===== src/rtl/rob_pkg.sv =====
// Reorder-buffer sizing, pointer type and per-entry storage layout.
// Shared by rob and rob_entry.
package rob_pkg;

  localparam int ROB_DEPTH      = 8;
  localparam int ROB_PTR_WIDTH  = 3;
  localparam int ROB_CNT_WIDTH  = ROB_PTR_WIDTH + 1;
  localparam int WORD_WIDTH     = 32;
  localparam int GPR_ADDR_WIDTH = 5;

  // Entry index plus one wrap bit above it.
  typedef logic [ROB_PTR_WIDTH:0] rob_ptr_t;

  typedef struct packed {
    logic                      valid;
    logic                      done;
    logic                      has_dst;
    logic [GPR_ADDR_WIDTH-1:0] dst_addr;
    logic [WORD_WIDTH-1:0]     value;
  } rob_entry_t;

  function automatic rob_ptr_t ptr_inc(input rob_ptr_t p);
    return p + rob_ptr_t'(1);
  endfunction

endpackage


===== src/rtl/rob_entry.sv =====
// Single reorder-buffer slot: valid/done/has_dst/dst_addr/value.
// Priority: flush > alloc > clear > writeback; writeback lands only on a valid slot.
module rob_entry
  import rob_pkg::*;
(
  input  logic                      clk,
  input  logic                      rst,
  input  logic                      i_alloc,
  input  logic                      i_alloc_has_dst,
  input  logic [GPR_ADDR_WIDTH-1:0] i_alloc_dst_addr,
  input  logic                      i_wb,
  input  logic [WORD_WIDTH-1:0]     i_wb_value,
  input  logic                      i_clear,
  input  logic                      i_flush,
  output rob_entry_t                o_entry
);

  rob_entry_t r_entry;

  always_ff @(posedge clk or posedge rst) begin
    if (rst) begin
      r_entry <= '0;
    end else if (i_flush) begin
      r_entry <= '0;
    end else if (i_alloc) begin
      r_entry.valid    <= 1'b1;
      r_entry.done     <= 1'b0;
      r_entry.has_dst  <= i_alloc_has_dst;
      r_entry.dst_addr <= i_alloc_dst_addr;
      r_entry.value    <= '0;
    end else if (i_clear) begin
      r_entry <= '0;
    end else if (i_wb && r_entry.valid) begin
      // A second writeback to the same slot simply overwrites the value.
      r_entry.done  <= 1'b1;
      r_entry.value <= i_wb_value;
    end
  end

  assign o_entry = r_entry;

endmodule


===== src/rtl/rob.sv =====
// In-order retirement buffer feeding the GPR write port; one retire per cycle.
// Optional flush port is built only when ROB_FLUSH_EN is defined.
module rob
  import rob_pkg::*;
(
  input  logic                      clk,
  input  logic                      rst,
  input  logic                      dispatch_valid,
  input  logic                      dispatch_has_dst,
  input  logic [GPR_ADDR_WIDTH-1:0] dispatch_dst_addr,
  output logic                      dispatch_ready,
  output logic [ROB_PTR_WIDTH-1:0]  dispatch_tag,
  input  logic                      wb_valid,
  input  logic [ROB_PTR_WIDTH-1:0]  wb_tag,
  input  logic [WORD_WIDTH-1:0]     wb_value,
`ifdef ROB_FLUSH_EN
  input  logic                      flush,
`endif
  output logic                      commit_en,
  output logic [GPR_ADDR_WIDTH-1:0] rob_commit_dst_addr,
  output logic [WORD_WIDTH-1:0]     rob_commit_dst_value,
  output logic                      rob_empty,
  output logic [ROB_CNT_WIDTH-1:0]  rob_count
);

  rob_ptr_t                   r_head;
  rob_ptr_t                   r_tail;
  logic [ROB_CNT_WIDTH-1:0]   r_count;

  rob_entry_t                 w_entry [ROB_DEPTH];
  rob_entry_t                 w_head_entry;
  logic [ROB_PTR_WIDTH-1:0]   w_head_idx;
  logic [ROB_PTR_WIDTH-1:0]   w_tail_idx;
  logic                       w_flush;
  logic                       w_alloc;
  logic                       w_retire;
  logic [ROB_DEPTH-1:0]       w_alloc_dec;
  logic [ROB_DEPTH-1:0]       w_clear_dec;
  logic [ROB_DEPTH-1:0]       w_wb_dec;

`ifdef ROB_FLUSH_EN
  assign w_flush = flush;
`else
  assign w_flush = 1'b0;
`endif

  assign w_head_idx   = r_head[ROB_PTR_WIDTH-1:0];
  assign w_tail_idx   = r_tail[ROB_PTR_WIDTH-1:0];
  assign w_head_entry = w_entry[w_head_idx];

  // Ready looks only at the registered count, so a full buffer stays full
  // for the cycle in which its head retires.
  assign dispatch_ready = (r_count != ROB_CNT_WIDTH'(ROB_DEPTH));
  assign dispatch_tag   = w_tail_idx;
  assign rob_empty      = (r_count == '0);
  assign rob_count      = r_count;

  assign w_alloc  = dispatch_valid & dispatch_ready & ~w_flush;
  assign w_retire = w_head_entry.valid & w_head_entry.done & ~w_flush;

  always_comb begin
    w_alloc_dec = '0;
    w_clear_dec = '0;
    w_wb_dec    = '0;
    for (int i = 0; i < ROB_DEPTH; i++) begin
      w_alloc_dec[i] = w_alloc  && (w_tail_idx == ROB_PTR_WIDTH'(i));
      w_clear_dec[i] = w_retire && (w_head_idx == ROB_PTR_WIDTH'(i));
      w_wb_dec[i]    = wb_valid && (wb_tag     == ROB_PTR_WIDTH'(i));
    end
  end

  for (genvar g = 0; g < ROB_DEPTH; g++) begin : g_entry
    rob_entry u_entry (
      .clk              (clk),
      .rst              (rst),
      .i_alloc          (w_alloc_dec[g]),
      .i_alloc_has_dst  (dispatch_has_dst),
      .i_alloc_dst_addr (dispatch_dst_addr),
      .i_wb             (w_wb_dec[g]),
      .i_wb_value       (wb_value),
      .i_clear          (w_clear_dec[g]),
      .i_flush          (w_flush),
      .o_entry          (w_entry[g])
    );
  end

  // Commit is combinational off the registered head so the GPR file can
  // bypass the value in the same cycle; x0 and no-dst entries retire silently.
  always_comb begin
    commit_en            = 1'b0;
    rob_commit_dst_addr  = '0;
    rob_commit_dst_value = '0;
    if (w_retire && w_head_entry.has_dst && (w_head_entry.dst_addr != '0)) begin
      commit_en            = 1'b1;
      rob_commit_dst_addr  = w_head_entry.dst_addr;
      rob_commit_dst_value = w_head_entry.value;
    end
  end

  always_ff @(posedge clk or posedge rst) begin
    if (rst) begin
      r_head  <= '0;
      r_tail  <= '0;
      r_count <= '0;
    end else if (w_flush) begin
      r_tail  <= r_head;
      r_count <= '0;
    end else begin
      if (w_alloc) begin
        r_tail <= ptr_inc(r_tail);
      end
      if (w_retire) begin
        r_head <= ptr_inc(r_head);
      end
      case ({w_alloc, w_retire})
        2'b10:   r_count <= r_count + ROB_CNT_WIDTH'(1);
        2'b01:   r_count <= r_count - ROB_CNT_WIDTH'(1);
        default: r_count <= r_count;
      endcase
    end
  end

endmodule


===== config.mk =====
export PLATFORM = sky130hd
export DESIGN_NAME = rob
export DESIGN_NICKNAME = d
export VERILOG_FILES = /design/src/rtl/rob_pkg.sv /design/src/rtl/rob_entry.sv /design/src/rtl/rob.sv
export SDC_FILE = /design/constraint.sdc
export NUM_CORES = 1
export LEC_CHECK = 0
export ABC_CLOCK_PERIOD_IN_PS = 19360
export BUFFER_PORTS_ARGS = -buffer_cell sky130_fd_sc_hd__buf_2
export CAP_MARGIN = 10
export CORE_AREA = 4 4 172 174
export CTS_CLUSTER_SIZE = 8
export DETAILED_ROUTE_END_ITERATION = 10
export DIE_AREA = 0 0 176 178
export PLACE_DENSITY = 0.8
export RECOVER_POWER = 50
export SYNTH_ARGS = -nofsm -noshare
export SYNTH_HDL_FRONTEND = slang
export SYNTH_SLANG_ARGS = --single-unit

===== constraint.sdc =====
create_clock -name clk -period 19.36 [get_ports clk]
set_clock_uncertainty 0.15 [all_clocks]
set_input_delay 2.904 -clock clk [delete_from_list [all_inputs] [get_ports clk]]
set_output_delay 2.904 -clock clk [all_outputs]
set_load 0.005 [all_outputs]

==> results.toml, run 1 <==
[status]
status = "finished with violations"
violations = "capacitance limit, slew limit"

[critical_path]
arrival_ns = 5.68
required_ns = 16.31
worstSetupStartpointType = "flop"
reg2reg_depth = 7
r2r-start = "r_head[0]"
timing.rr.end = "g_entry[7].u_entry.o_entry[26]"
r2r_slack_ns = 13.34
critPathMaxFanout = 36
worstSetupPathType = "flop to output port"
end_kind = "output port"

[final_layout]
layout.nets = 1706
stdcell_area_mm2 = 0.0179
syn2layout_area_growth_pct = 7.84
multi_input_area_mm2 = 0.00729
drive_above_1_share_pct = 23.6
seqCellArea_mm2 = 0.00826
nFillCells = 2269

[global_route]
grt_use_met1_pct = 43.0
grt_max_degree = 130
grt-ovfl-total = 0
busiest_layer = "met2"
grt_use_met2_pct = 49.9
grt_pass1_vias = 13700
grt_usage_pct = 31.0
globalRouteMet3Util_pct = 6.72
antenna_found_initial = 2
grt_first_pass_wirelength_um = 76000

[sta]
hold_violations = 0
max_freq_mhz = 114
period_needed_ns = 8.74
rsz0062_at_grt = "false"
setup-tns-final_ns = 0
final_min_period_over_clock_period_pct = 45.1
slew_headroom_pct = -280
holdWs_ns = 0.342
worst_pin_slew_ns = 5.66
finalSetupViolations = 0
drv_slew = 428

[clocking]
numCtsBuffers = 47
cts_resized = 0
cts_setup_buffers = 0
clk_pin_slew_ns = 0.05
holdBufCountCts = 0
cts_tree = "built"
clk_latency_ns = 0.55
htreeDepth = 2
cts_buffer_depth = 3
cts_root_buf = "clkbuf_16"
cts_sinks = 330

[power]
p_leak_nw = 7.78
ir_drop_mv = 0.0846
powerDensity_mw_per_mm2 = 169

[place]
place_area_mm2 = 0.0169
port-buffer-count = 91
hpwl_um = 27000
gp_congestion = 0.829

[route]
wire_per_inst_um = 23.6
dr.pass1.iters = 6
routed_via_density = 6.46
drc = 0
ant_nets = 0
vias = 13100
wl_um = 47900
drt_iter0_drc = 1526

[synth]
synth_top_area_share_pct = 49.7
syn_area_mm2 = 0.0166
synth_top_area_cell = "dfrtp_1"
yosysWarnings = 0
synth_cell_type_count = 37
syn_inst = 1639
synthTopCellsByArea = "dfrtp_1, nand2_1, mux4_2"
synth_ff_type = "dfrtp_1"
syn_nets = 1699
ys_seq_area_share_pct = 49.7
syn_area_per_cell_um2 = 10.1
synth_edf_count = 0
ys_ff_latch = 330
postSynth.asyncResetShare_pct = 100

[die]
initial_utilization_pct = 59.8
fp-row-count = 61
fp.dieH_um = 178
io_pins = 92
dieWidth_um = 176
die_area_mm2 = 0.0313
core_mm2 = 0.0278

[hold_path]
holdPathEnd = "g_entry[1].u_entry.o_entry[33]"
hold_class = "flop to flop"
whs_path_depth = 1
hold_path.startpoint = "g_entry[1].u_entry.o_entry[33]"

[flow_run]
maxCapViolations = 9
## cell usage in the layout (no fill, tap or decap), types with 2 or more instances in the layout
| cell type | n |
|---|---|
| xnor2_1 | 3 |
| and3_4 | 6 |
| inv_6 | 3 |
| buf_4 | 21 |
| clkbuf_1 | 8 |
| buf_2 | 89 |
| nand3_1 | 6 |
| xor2_1 | 4 |
| clkbuf_16 | 47 |
| nand3b_1 | 2 |
| nor2_1 | 19 |
| ha_1 | 15 |
| and3_1 | 8 |
| mux4_2 | 78 |
| and4_1 | 2 |
| nor2b_1 | 3 |
| dfrtp_1 | 328 |
| nor2_2 | 5 |
| inv_1 | 8 |
| a21o_1 | 14 |
| a21o_4 | 2 |
| o21ai_0 | 5 |
| a22o_1 | 48 |
| nand2_1 | 604 |
| a21oi_1 | 170 |
| nor3_1 | 2 |
| nand4_1 | 2 |
| a21oi_2 | 130 |
| mux2i_1 | 4 |
## critical path, stage by stage (launching register included)
cell and delay (ns):
dfrtp_1 1.93, inv_1 0.57, mux4_2 0.49, mux2i_1 0.17, clkbuf_1 0.52, nand3_2 0.85, a21oi_1 0.42, buf_2 0.17
## how the worst max path moves through the flow
stage / from / end
floorplan: rst / g_entry[0].u_entry.o_entry[0]
global placement: r_head[0] / rob_commit_dst_value[15]
detailed placement: r_head[0] / rob_commit_dst_value[10]
CTS: r_head[0] / rob_commit_dst_value[10]
global route: rst / g_entry[2].u_entry.o_entry[18]
finish: r_head[0] / rob_commit_dst_value[10]
## area by class of cell
cell class	count	share of cell area (%)
Clock buffer	49	6.61
Multi-Input combinational cell	1141	40.7
Clock inverter	4	0.196
Timing Repair Buffer	116	3.49
Sequential cell	330	46.1
Inverter	10	0.217
Tap cell	378	2.64
Antenna cell	1	0.0140
## sequential cells by signal (all words and copies together), names as in the netlist
register	flops
g_entry.u_entry.o_entry	320
rob_count	4
r_head	3
r_tail	3
## synthesized netlist by cell type (5+ instances only)
library cell	count
buf_6	26
o21ai_0	5
nand2_1	604
and3_1	8
clkbuf_1	75
mux4_2	78
a21oi_1	120
buf_2	12
a21oi_2	180
nand3_1	7
a21o_1	10
dfrtp_1	330
buf_1	45
a21o_4	6
and3_4	6
a22o_1	48
inv_1	8
nor2_2	7
ha_1	15
nor2_1	17
## cells by family (layout without fill, tap and decap cells)
family / Yosys count / after routing / synth area share, %
simple gates: 665 / 665 / 15.9
flops: 330 / 330 / 49.7
xor+xnor: 7 / 7 / 0.369
buf+inv: 168 / 179 / 5.06
mux: 83 / 83 / 10.9
fa+ha+maj: 15 / 15 / 1.13
other cells: 0 / 1 / 0
compound gates: 371 / 371 / 16.9
## power by group
part	switching [W]	internal [W]
Combinational	0.000575	0.000498
Sequential	0.000240	0.000999
Clock	0.000292	0.000427
Total	0.00111	0.00192
## per-layer routing
layer / share of wire (%) / up-vias
met5: 0.056 / -
met4: 2.6 / 4
met3: 11 / 131
met2: 47 / 810
met1: 39 / 6648
li1: - / 5523
## stage by stage
stage | total power (W) | cells | utilization, % | setup WS (ns)
after detailed placement | 0.00233 | 1975 | 61.0 | 12.73
final | 0.00303 | 2029 | 64.5 | 10.62
after global placement | 0.00227 | 1975 | 61.0 | 12.85
after global routing | 0.00319 | 2028 | 64.5 | 9.51
after floorplan | 0.00206 | 1639 | - | 7.17
after CTS | 0.00305 | 2028 | 65.4 | 12.16
Power figures use the tool's default switching activity.
==> run 2, diff against run 1 <==
--- a/config.mk
+++ b/config.mk
@@ -5,14 +5,15 @@
 export SDC_FILE = /design/constraint.sdc
 export NUM_CORES = 1
 export LEC_CHECK = 0
-export ABC_CLOCK_PERIOD_IN_PS = 19360
+export ABC_AREA = 1
+export ABC_CLOCK_PERIOD_IN_PS = 7500
 export BUFFER_PORTS_ARGS = -buffer_cell sky130_fd_sc_hd__buf_2
 export CAP_MARGIN = 10
-export CORE_AREA = 4 4 172 174
+export CORE_AREA = 4 4 179 181
 export CTS_CLUSTER_SIZE = 8
 export DETAILED_ROUTE_END_ITERATION = 10
-export DIE_AREA = 0 0 176 178
-export PLACE_DENSITY = 0.8
+export DIE_AREA = 0 0 183 185
+export PLACE_DENSITY = 0.78
 export RECOVER_POWER = 50
 export SYNTH_ARGS = -nofsm -noshare
 export SYNTH_HDL_FRONTEND = slang
==> constraint.sdc (replaced) <==
create_clock -name clk -period 7.5 [get_ports clk]
set_clock_uncertainty 0.15 [all_clocks]
set_input_delay 1.125 -clock clk [delete_from_list [all_inputs] [get_ports clk]]
set_output_delay 1.125 -clock clk [all_outputs]
set_load 0.005 [all_outputs]
==> results.toml, run 2 <==
[sta]
slew_headroom_pct = -127
worst_pin_slew_ns = 3.41
finalSetupViolations = 0
period_needed_ns = 5.72
max_freq_mhz = 175
final_min_period_over_clock_period_pct = 76.2
setup-tns-final_ns = 0
rsz0062_at_grt = "false"
hold_violations = 0
drv_slew = 185

[global_route]
grt_first_pass_wirelength_um = 75700
grt_max_degree = 199
grt-ovfl-total = 0
grt_pass1_vias = 14600
grt_usage_pct = 27.4
antenna_found_initial = 3

[route]
wl_um = 46300
met3_wirelength_um = 4170
wire_per_inst_um = 18.7
routed_via_density = 5.81
drc = 0
ant_nets = 0
highest_layer = "met4"
drt_iter0_drc = 1489
dr.pass1.iters = 5
drt-met1-wl_um = 18800
vias = 14400
wl_met2_um = 22100

[synth]
synthAdderAreaFrac_pct = 1.12
syn_inst = 2083
ys_ff_latch = 330
synth_compound_area_share_pct = 15.6
synth_most_common_cell = "nand2_1"
yosysWarnings = 0
synth_xor_area_share_pct = 0.313
synth_top_area_cell = "dfrtp_1"
synth_top_area_share_pct = 49.2
synth_mux_area_share_pct = 4.54
syn_nets = 2143
synth_cell_type_count = 30
synth_common_cells = "nand2_1, dfrtp_1, nor2_1"
syn_area_mm2 = 0.0168
postSynth.asyncResetShare_pct = 100
synth_ff_type = "dfrtp_1"
synth_edf_count = 0
synthTopCellsByArea = "dfrtp_1, nand2_1, a21oi_1"
syn_area_per_cell_um2 = 8.05
synthSimpleGateAreaFrac_pct = 20.3
synth_top_family_by_area = "simple AND/OR/NAND/NOR gates"
ys_seq_area_share_pct = 49.2

[final_layout]
syn2layout_area_growth_pct = 9.54
multi_input_area_mm2 = 0.00707
final_cell_mix = "nand2_1, dfrtp_1, nor2_1"
largest_reg_flops = 320
layout_commonest_cell = "nand2_1"
layout.nets = 2132
drive_above_1_share_pct = 12.0
seqCellArea_mm2 = 0.00826
nFillCells = 2634

[die]
die_area_mm2 = 0.0339
fp.dieH_um = 185
io_pins = 92
fp-row-count = 64
core_mm2 = 0.0304
dieWidth_um = 183
initial_utilization_pct = 55.1

[critical_path]
end_kind = "output port"
worstSetupPathType = "flop to output port"
required_ns = 6.22
worstSetupStartpointType = "flop"
critPathMaxFanout = 108
crit_start = "r_head[0]"
arrival_ns = 4.44
r2r-start = "r_head[0]"
reg2reg_depth = 10

[clocking]
numCtsBuffers = 47
clk_pin_slew_ns = 0.05
clk_latency_ns = 0.53
cts_tree = "built"
cts_sinks = 330
cts_resized = 0
htreeDepth = 2
cts_root_buf = "clkbuf_16"
cts_buffer_depth = 3
holdBufCountCts = 0
cts_setup_buffers = 0

[power]
post-layout-total-power_w = 0.00811
ir_drop_mv = 0.248
p_sw_share_pct = 40.9
switching_power_w = 0.00332
powerDensity_mw_per_mm2 = 441
comb_power_share_pct = 40.9
pwr-share-seq_pct = 36.0
p_leak_nw = 8.38
intPower_w = 0.00479
clock_power_share_pct = 23.1

[hold_path]
hold_class = "flop to flop"
hold_path.startpoint = "g_entry[4].u_entry.o_entry[36]"
whs_path_depth = 2

[place]
port-buffer-count = 91
hpwl_um = 25500
gp_congestion = 0.850

[flow_run]
maxCapViolations = 2

[status]
violations = "capacitance limit, slew limit"
status = "finished with violations"
-- run 2: changes by cell type after synthesis, sizes merged, moves of 32 or more --
cell	change
mux2i	+72
o22ai	+32
nand3	+48
a22o	-48
or2	+64
a21oi	-84
inv	+162
mux4	-78
o21ai	+208
nand2	-207
nor2	+251
o211ai	+35
-- run 2: worst paths after layout --
kind                                                        to  slack, ns
worst min-delay path            g_entry[4].u_entry.o_entry[36]       0.35
worst max-delay path                   rob_commit_dst_value[4]       1.78
worst max register to register  g_entry[7].u_entry.o_entry[35]       3.07
min in group asynchronous        g_entry[6].u_entry.o_entry[4]       1.72
worst min register to register  g_entry[4].u_entry.o_entry[36]       0.35
max in group asynchronous                            r_head[2]       3.05
-- run 2: layout make-up --
cell class / instances / area share (%)
Antenna cell: 3 / 0.0409
Clock buffer: 51 / 6.72
Multi-Input combinational cell: 1405 / 38.5
Timing Repair Buffer: 116 / 3.51
Inverter: 172 / 3.57
Clock inverter: 1 / 0.0477
Tap cell: 396 / 2.70
Sequential cell: 330 / 45.0
-- run 2: power by group through the flow --
stage                     combinational [W]  clock, W  sequential, W
after floorplan                     0.00250         0        0.00279
after global routing                0.00372   0.00196        0.00301
final                               0.00332   0.00187        0.00292
after detailed placement            0.00326         0        0.00293
after CTS                           0.00329   0.00188        0.00292
after global placement              0.00315         0        0.00290
-- run 2: per-stage QoR --
step | worst slack (ns) | hold slack [ns] | utilization, % | std cells | instance area [um^2]
CTS | 2.65 | 0.354 | 60.5 | 2471 | 18400
floorplan | 1.82 | 0.315 | - | 2083 | 16800
detailed placement | 3.30 | 0.343 | 56.4 | 2419 | 17200
finish | 1.78 | 0.353 | 60.4 | 2474 | 18400
global route | 1.47 | 0.366 | 60.4 | 2473 | 18400
global placement | 3.31 | 0.336 | 56.4 | 2419 | 17200
-- run 2: kinds of logic after synthesis --
family	Yosys count
xor gates and xnor gates	6
and+or+nand+nor	811
adders and majority gates	15
DFF	330
buffers and inverters	348
muxes	76
AOI/OAI and AO/OA	497
-- run 2: worst max-delay path: stages (launching register included) --
cell and delay, ns:
dfrtp_1 1.51, inv_6 0.67, nand3_1 0.26, nand3_1 0.10, nand2_1 0.14, nand2_1 0.10, nand2_1 0.16, nor2_1 0.09
o21ai_4 0.06, buf_4 0.51, nor2_1 0.12, buf_2 0.16
-- run 2: routing by layer --
| metal | global-route usage (%) | vias up |
|---|---|---|
| li1 | - | 6664 |
| met1 | 36.9 | 6928 |
| met2 | 45.1 | 687 |
| met3 | 4.58 | 102 |
| met4 | 10.2 | 0 |
| met5 | 0 | - |
==> run 3, diff against run 2 <==
--- a/config.mk
+++ b/config.mk
@@ -6,14 +6,14 @@
 export NUM_CORES = 1
 export LEC_CHECK = 0
 export ABC_AREA = 1
-export ABC_CLOCK_PERIOD_IN_PS = 7500
+export ABC_CLOCK_PERIOD_IN_PS = 5400
 export BUFFER_PORTS_ARGS = -buffer_cell sky130_fd_sc_hd__buf_2
 export CAP_MARGIN = 10
-export CORE_AREA = 4 4 179 181
+export CORE_AREA = 4 4 173 175
 export CTS_CLUSTER_SIZE = 8
 export DETAILED_ROUTE_END_ITERATION = 10
-export DIE_AREA = 0 0 183 185
-export PLACE_DENSITY = 0.78
+export DIE_AREA = 0 0 177 179
+export PLACE_DENSITY = 0.79
 export RECOVER_POWER = 50
 export SYNTH_ARGS = -nofsm -noshare
 export SYNTH_HDL_FRONTEND = slang
==> constraint.sdc (replaced) <==
create_clock -name clk -period 5.4 [get_ports clk]
set_clock_uncertainty 0.15 [all_clocks]
set_input_delay 0.81 -clock clk [delete_from_list [all_inputs] [get_ports clk]]
set_output_delay 0.81 -clock clk [all_outputs]
set_load 0.005 [all_outputs]
==> results.toml, run 3 (synthesis gave the netlist of run 2 again) <==
[global_route]
antenna_found_initial = 2
grt-ovfl-total = 0
grt_first_pass_wirelength_um = 74500
grt_pass1_vias = 14200
grt_usage_pct = 29.3
grt_max_degree = 128

[route]
drc = 0
vias = 14500
dr.pass1.iters = 6
wl_um = 46100
routed_via_density = 5.88
wire_per_inst_um = 18.7
drt_iter0_drc = 1629
ant_nets = 0

[status]
violations = "capacitance limit, slew limit"
status = "finished with violations"

[sta]
max_freq_mhz = 206
hold_violations = 0
worst_pin_slew_ns = 2.70
finalSetupViolations = 0
drv_slew = 183
holdWs_ns = 0.359
period_needed_ns = 4.85
slew_headroom_pct = -80.3
rsz0062_at_grt = "false"
final_min_period_over_clock_period_pct = 89.8
setup-tns-final_ns = 0

[power]
powerDensity_mw_per_mm2 = 610
p_leak_nw = 8.38
ir_drop_mv = 0.457

[place]
hpwl_um = 26100
port-buffer-count = 91
place_area_mm2 = 0.0172
gp_congestion = 0.839
dp.cells = 2409

[critical_path]
crit_chain = "inv_6 -> nand2_1 -> nand3_1 -> nand3_1 -> nand2_1 -> nand3_1 -> o21ai_4 -> buf_4 -> nor2_1 -> buf_2"
required_ns = 4.44
crit_path_max_incr_delay_ns = 0.76
critical_path.most_common_cell = "nand3_1"
worstSetupPathType = "flop to output port"
critPathMaxFanout = 110
end_kind = "output port"
arrival_ns = 3.89
worstSetupStartpointType = "flop"
slowest_stage = "dfrtp_4"

[clocking]
cts_setup_buffers = 0
htreeDepth = 2
clk_latency_ns = 0.53
cts_sinks = 330
cts_root_buf = "clkbuf_16"
clk_pin_slew_ns = 0.05
cts_tree = "built"
cts_buffer_depth = 3
holdBufCountCts = 0
cts_resized = 0
numCtsBuffers = 47

[die]
dieWidth_um = 177
initial_utilization_pct = 58.9
fp-row-count = 62
die_area_mm2 = 0.0317
fp.dieH_um = 179
core_mm2 = 0.0285
io_pins = 92

[hold_path]
hold_class = "flop to flop"

[final_layout]
final-instance-count-excl-fill = 2463
drive_above_1_share_pct = 12.0
postLayoutCoreUtil_pct = 64.5
final_cell_mix = "nand2_1, dfrtp_1, nor2_1"
stdcell_area_mm2 = 0.0184
layout.nets = 2134
layout_commonest_cell = "nand2_1"
largest_reg_flops = 320
syn2layout_area_growth_pct = 9.56

[flow_run]
maxCapViolations = 3
## run 3: cell types whose count changed in the layout (fill, tap and decap cells not counted)
cell | previous run | this run
diode_2 | 3 | 2
clkinvlp_4 | 1 | 0
dfrtp_4 | 0 | 1
buf_2 | 85 | 84
buf_12 | 1 | 2
clkbuf_1 | 8 | 11
clkinvlp_2 | 0 | 1
buf_4 | 23 | 22
dfrtp_1 | 329 | 328
## run 3: worst paths after layout
| kind | start | end | slack, ns | cells past startpoint |
|---|---|---|---|---|
| max | r_head[0] | rob_commit_dst_value[27] | 0.55 | 10 |
| max in group asynchronous | rst | g_entry[4].u_entry.o_entry[25] | 1.42 | 3 |
| min reg2reg | g_entry[6].u_entry.o_entry[37] | g_entry[6].u_entry.o_entry[37] | 0.36 | 2 |
| min | g_entry[6].u_entry.o_entry[37] | g_entry[6].u_entry.o_entry[37] | 0.36 | 2 |
| min in group asynchronous | rst | g_entry[6].u_entry.o_entry[6] | 0.51 | 2 |
| max reg2reg | r_head[0] | rob_count[2] | 1.52 | 14 |
## run 3: final cells by class
cell class              count  area [um^2]
fillers                  2373        10100
flip-flops and latches    330         8260
multi-input cells        1405         7070
clock buffers              51         1230
repair buffers            118          664
inverters                 172          653
well taps                 384          480
clock inverters             1         8.76
diodes                      2         5.00
## run 3: worst max-delay path: cells and delay by family, from the launching register on
kind,cells,cell delay [ns]
compound gates,1,0.57
buf+inv,3,1.29
flops,1,0.76
simple gates,6,0.67
## run 3: metal layers
metal	vias to the layer above	global-route usage (%)	wire, um
met2	730	47.5	21800
met5	-	0	14
met3	126	5.10	4080
li1	6667	-	-
met4	2	10.5	1330
met1	6954	40.1	18900
## run 3: stage by stage
step / setup WS [ns] / power, W
after global placement: 1.31 / 0.00838
after detailed placement: 1.21 / 0.00857
final: 0.550 / 0.0112
after floorplan: 0.0333 / 0.00735
after global routing: 0.291 / 0.0120
after CTS: 0.626 / 0.0112
## run 3: power breakdown
| part | internal (W) | switching, W | leakage (nW) |
|---|---|---|---|
| Combinational | 0.00158 | 0.00298 | 3.41 |
| Clock | 0.00158 | 0.000994 | 0.610 |
| Sequential | 0.00349 | 0.000592 | 4.35 |
| Total | 0.00665 | 0.00457 | 8.38 |
